### config.mk
export PLATFORM = sky130hd
export DESIGN_NAME = spi_axi_wr_sink
export DESIGN_NICKNAME = d
export VERILOG_FILES = /design/src/rtl/spi_axi_wr_sink.sv
export SDC_FILE = /design/constraint.sdc
export NUM_CORES = 2
export LEC_CHECK = 0
export BUFFER_PORTS_ARGS = -buffer_cell sky130_fd_sc_hd__buf_2
export CORE_MARGIN = 3
export CORE_UTILIZATION = 45
export DETAILED_ROUTE_END_ITERATION = 10
export MAX_ROUTING_LAYER = met4
export PLACE_DENSITY = 0.66
export SLEW_MARGIN = 20
export SYNTH_ARGS = -nofsm -noshare
export SYNTH_HDL_FRONTEND = slang
export SYNTH_SLANG_ARGS = --single-unit
export TNS_END_PERCENT = 50
### constraint.sdc
create_clock -name axi_aclk -period 2.4 [get_ports axi_aclk]
set_input_delay 0.36 -clock axi_aclk [delete_from_list [all_inputs] [get_ports axi_aclk]]
set_output_delay 0.36 -clock axi_aclk [all_outputs]
set_load 0.03 [all_outputs]
### src/rtl/spi_axi_wr_sink.sv
// AXI4 write slave terminating the SPI receive path into a byte register bank.
// One AW phase, a wlast-terminated burst of byte beats, then a B response.
module spi_axi_wr_sink #(
  parameter int          DEPTH     = 256,
  parameter logic [15:0] BASE_ADDR = 16'h0000
) (
  input  logic                     axi_aclk,
  input  logic                     axi_areset,
  input  logic [15:0]              axi_awaddr,
  input  logic                     axi_awvalid,
  output logic                     axi_awready,
  input  logic [7:0]               axi_wdata,
  input  logic                     axi_wvalid,
  output logic                     axi_wready,
  input  logic                     axi_wlast,
  output logic [1:0]               axi_bresp,
  output logic                     axi_bvalid,
  input  logic                     axi_bready,
  input  logic [$clog2(DEPTH)-1:0] rd_addr,
  output logic [7:0]               rd_data,
  output logic                     wr_done,
  output logic [15:0]              wr_count
);

  localparam int AW = $clog2(DEPTH);

  // Bank window in 17 bits so a window touching FFFF does not overflow.
  localparam logic [16:0] LO = {1'b0, BASE_ADDR};
  localparam logic [16:0] HI = LO + 17'(DEPTH);

  localparam logic [1:0] OKAY   = 2'b00;
  localparam logic [1:0] SLVERR = 2'b10;

  typedef enum logic [1:0] {
    IDLE,
    DATA,
    RESP
  } state_t;

  state_t state;
  state_t state_n;

  logic          aw_hs;
  logic          w_hs;
  logic          b_hs;
  logic          in_range;
  logic [16:0]   addr_x;
  logic [15:0]   addr_q;
  logic [15:0]   beat_cnt;
  logic [15:0]   beat_cnt_n;
  logic          err;
  logic [AW-1:0] idx;

  logic [7:0] bank [DEPTH];

  assign addr_x   = {1'b0, addr_q};
  assign in_range = (addr_x >= LO) && (addr_x < HI);
  assign idx      = AW'(addr_q - BASE_ADDR);

  assign beat_cnt_n = (beat_cnt == 16'hFFFF) ? beat_cnt
                                             : beat_cnt + 16'd1;

  // Handshakes are qualified by state so a stale ready never fires.
  always_comb begin
    aw_hs = 1'b0;
    w_hs  = 1'b0;
    b_hs  = 1'b0;
    unique case (state)
      IDLE: aw_hs = axi_awvalid & axi_awready;
      DATA: w_hs  = axi_wvalid & axi_wready;
      RESP: b_hs  = axi_bvalid & axi_bready;
      default: ;
    endcase
  end

  // Next-state logic.
  always_comb begin
    state_n = state;
    unique case (state)
      IDLE: if (aw_hs) state_n = DATA;
      DATA: if (w_hs && axi_wlast) state_n = RESP;
      RESP: if (b_hs) state_n = IDLE;
      default: state_n = IDLE;
    endcase
  end

  // State register.
  always_ff @(posedge axi_aclk) begin
    if (axi_areset) state <= IDLE;
    else            state <= state_n;
  end

  // Registered channel readies/valids follow the next state.
  always_ff @(posedge axi_aclk) begin
    if (axi_areset) begin
      axi_awready <= 1'b0;
      axi_wready  <= 1'b0;
      axi_bvalid  <= 1'b0;
      axi_bresp   <= OKAY;
      wr_done     <= 1'b0;
      wr_count    <= 16'h0000;
    end else begin
      axi_awready <= (state_n == IDLE);
      axi_wready  <= (state_n == DATA);
      axi_bvalid  <= (state_n == RESP);
      wr_done     <= b_hs;
      if (w_hs && axi_wlast)
        axi_bresp <= (err || !in_range) ? SLVERR : OKAY;
      if (b_hs)
        wr_count <= beat_cnt;
    end
  end

  // Burst address, beat counter and sticky range error.
  always_ff @(posedge axi_aclk) begin
    if (axi_areset) begin
      addr_q   <= 16'h0000;
      beat_cnt <= 16'h0000;
      err      <= 1'b0;
    end else if (aw_hs) begin
      addr_q   <= axi_awaddr;
      beat_cnt <= 16'h0000;
      err      <= 1'b0;
    end else if (w_hs) begin
      addr_q   <= addr_q + 16'd1;
      beat_cnt <= beat_cnt_n;
      if (!in_range) err <= 1'b1;
    end
  end

  // Register bank: cleared on reset, one byte per accepted in-range beat.
  always_ff @(posedge axi_aclk) begin
    if (axi_areset) begin
      for (int i = 0; i < DEPTH; i++) bank[i] <= 8'h00;
    end else if (w_hs && in_range) begin
      bank[idx] <= axi_wdata;
    end
  end

  // Read port; a colliding write shows up one cycle later.
  always_ff @(posedge axi_aclk) begin
    if (axi_areset) rd_data <= 8'h00;
    else            rd_data <= bank[rd_addr];
  end

endmodule

==> flow_metrics.py <==
metrics = {
    "outcome": {
        "status": "finished, violations left",
        "violations": "setup timing",
    },
    "placement": {
        "post-dp-hpwl_mm": 221,
        "routabilityCongestion": 0.969,
        "numPortBuffers": 66,
        "dpl_cell_area_um2": 108000,
        "dp_slack_ps": -920,
    },
    "critical_path": {
        "rr_startpoint": "addr_q[14]",
        "crit_fanout": 66,
        "worstPathCellList": "nor4_4 -> nand2_1 -> or3_4 -> buf_4 -> nor2_4 -> buf_4 -> buf_12 -> nand2_4 -> buf_12 -> nor2_1",
        "critPathKind": "reg -> reg",
        "reg2reg_slack_ps": -280,
        "reg2reg_depth": 10,
        "end_kind": "flop",
        "startpoint_type": "flop",
        "reg2reg_to": "bank[156][0]",
        "cp.arrival_ps": 3380,
        "worstPathRequired_ps": 3090,
        "max_stage_delay_ps": 400,
        "crit_path_top_delay_cell": "or3_4",
    },
    "yosys": {
        "synth.distinct_cells": 75,
        "synth_top_cells_by_count": "nor2_1 (2,145), edfxtp_1 (2,048), clkbuf_1 (445)",
        "synth-simple-area-share_pct": 11.2,
        "netlist_instances": 6902,
        "synthAdderAreaFrac_pct": 0.0665,
        "yosysTopAreaCell": "edfxtp_1",
        "synth_mux_area_share_pct": 12.3,
        "synth_area_per_cell_um2": 13.6,
        "synth-edff-count": 2048,
        "ys_seq_elements": 2112,
        "synth_warnings": 0,
        "synth_top_family_by_area": "multiplexers",
        "syn_area_um2": 94100,
        "ys_seq_area_share_pct": 66.7,
        "synth_top_cell_area_share_pct": 65.4,
        "synthTopCellsByArea": "edfxtp_1 (65%), nor2_1 (8.6%), mux4_2 (7.9%), mux2i_1 (2.9%), a21o_1 (2.0%)",
        "synth-xor-area-share_pct": 0.223,
        "synth_most_common_cell": "nor2_1",
        "synthArstFlopShare_pct": 0,
        "yosys_most_used_dff": "edfxtp_1",
        "synth_compound_area_share_pct": 5.76,
        "syn_nets": 6945,
    },
    "timing": {
        "worst_slack_ps": -283,
        "hold_slack_ps": 85.5,
        "fmax_mhz": 373,
        "slew_headroom_pct": 23.8,
        "skew_ps": 78.0,
        "drv_slew": 0,
        "min_period_over_period_pct": 112,
        "rsz0062_at_grt": "yes",
        "tightest_slew_ps": 1130,
        "hold_viol_final": 0,
        "setup_viol": 3498,
        "period_minus_slack_ps": 2680,
        "fin_setup_tns_ps": -411780,
    },
    "global_routing": {
        "grt_max_degree": 104,
        "grt_pass1_wl_mm": 463,
        "grt_pass1_vias": 64000,
        "met2_usage_pct": 44.4,
        "busiest_layer": "met2",
        "gr-usage-met3_pct": 9.02,
        "grt_use_met1_pct": 39.5,
        "gr-usage-all-layers_pct": 30.9,
        "antenna_found_initial": 26,
        "overflow": 0,
    },
    "floorplan": {
        "die_x_um": 463,
        "coreArea_um2": 207000,
        "rows": 167,
        "die_y_um": 463,
        "die-area_um2": 215000,
        "floorplan.initialDensity_pct": 45.3,
        "ios": 68,
    },
    "power_and_ir_drop": {
        "p_leak_uw": 0.0421,
        "power_density_nw_per_um2": 712,
        "vdd_drop_max_uv": 827,
        "power_uw": 83300,
    },
    "layout": {
        "final_area_um2": 117000,
        "fillerInstances": 15900,
        "final_net_count": 7751,
        "drive_gt1_share_pct": 26.4,
        "syn2layout_area_growth_pct": 24.4,
    },
    "drt": {
        "wirelength_mm": 337,
        "drtIter0Drc": 11000,
        "dr.pass1.iters": 9,
        "num_vias": 66800,
        "ant_nets": 0,
        "via_per_inst": 6.24,
        "drcViolationCount": 0,
        "routedWlPerCell_um": 31.5,
    },
    "clock_tree": {
        "cts-buffers-inserted": 216,
        "clkSlewWorstSetupHoldPaths_ps": 60,
        "cts_sinks": 2112,
        "clock_path_buffers": 3,
        "root_buffer": "clkbuf_16",
        "htree_levels": 4,
        "clk-insertion-delay-late_ps": 890,
        "cts_tree": "yes",
    },
    "worst_hold_path": {
        "hp-class": "in -> reg",
        "min_from": "axi_wvalid",
        "min_to": "beat_cnt[12]",
        "holdPathStages": 6,
    },
    "job": {
        "drv_cap": 0,
    },
}
[layer usage]
layer	up-vias	routed length [um]
met5	-	0
met4	0	22800
met3	1022	50800
met2	5159	148000
met1	33600	116000
li1	27100	-
[repair_timing]
action	4_1_cts	5_1_grt
pin swaps	27	64
endpoints found under the setup margin	3646	3938
buffers inserted	18	17
gates resized for setup	33	147
endpoints found under the hold margin	30	0
hold buffers	28	0
cloned	4	30
[through the flow]
| step | util [%] | std cells |
|---|---|---|
| floorplan | - | 6902 |
| global route | 56.4 | 10700 |
| finish | 56.4 | 10700 |
| detailed placement | 52.0 | 10200 |
| global placement | 52.0 | 10200 |
| CTS | 55.7 | 10600 |
[worst max path at each step]
stage,startpoint,endpoint,slack [ps],cells past startpoint
CTS,addr_q[14],bank[2][3],-190,9
global route,addr_q[14],bank[97][4],-330,9
global placement,rd_addr[0],rd_data[0],-840,12
detailed placement,rd_addr[0],rd_data[0],-920,12
finish,addr_q[14],bank[156][0],-280,10
floorplan,state[1],bank[247][0],-80,8
[cells by family (layout without fill, tap and decap cells)]
logic type               after synthesis  in the layout
adder cells (fa/ha/maj)                5              5
multiplexers                         680            680
other                                  1             29
XOR/XNOR                              24             24
AO/OA/AOI/OAI                        742            742
flip-flops                          2112           2112
buffers and inverters                703           1684
AND/OR/NAND/NOR                     2635           2637
[cells in the final DEF, fill, tap and decap left out, types with 60 or more instances in the layout]
cell type / netlist / layout
buf_2: 119 / 62
o21ai_0: 65 / 65
mux2i_1: 268 / 268
dfxtp_1: 64 / 60
o221ai_1: 75 / 75
nand2_1: 229 / 212
mux4_2: 329 / 329
edfxtp_1: 2048 / 2048
buf_12: 3 / 378
clkbuf_16: 0 / 239
buf_4: 42 / 745
nor2_1: 2145 / 2095
a22oi_1: 100 / 100
a21o_1: 256 / 240
[state kept, by name (all words and copies together) (netlist names)]
name,flops
addr_q,16
axi_awready,1
axi_bresp,1
axi_bvalid,1
axi_wready,1
bank,2048
beat_cnt,16
err,1
rd_data,8
state,2
wr_count,16
wr_done,1
[final cells by class]
type	count	area [um2]	share of cell area, %
sequential	2112	62800	53.6
antenna	28	70.1	0.0599
clock buffer	267	5630	4.81
timing repair buffer	1282	15100	12.9
multi-input combinational	4089	28600	24.5
clock inverter	128	1370	1.17
tap	2788	3490	2.98
inverter	7	26.3	0.0225
[power breakdown]
| part | internal (uW) | total (uW) | switching (uW) |
|---|---|---|---|
| Combinational | 3340 | 7710 | 4370 |
| Clock | 19000 | 33700 | 14600 |
| Sequential | 41500 | 41900 | 413 |
| Total | 63900 | 83300 | 19400 |
[worst max-delay path, delay by kind of cell, from the launching register on]
| family | cells | cell delay [ps] |
|---|---|---|
| and+or+nand+nor | 6 | 1280 |
| buffers and inverters | 4 | 670 |
| DFF | 1 | 330 |
Power figures use the tool's default switching activity.
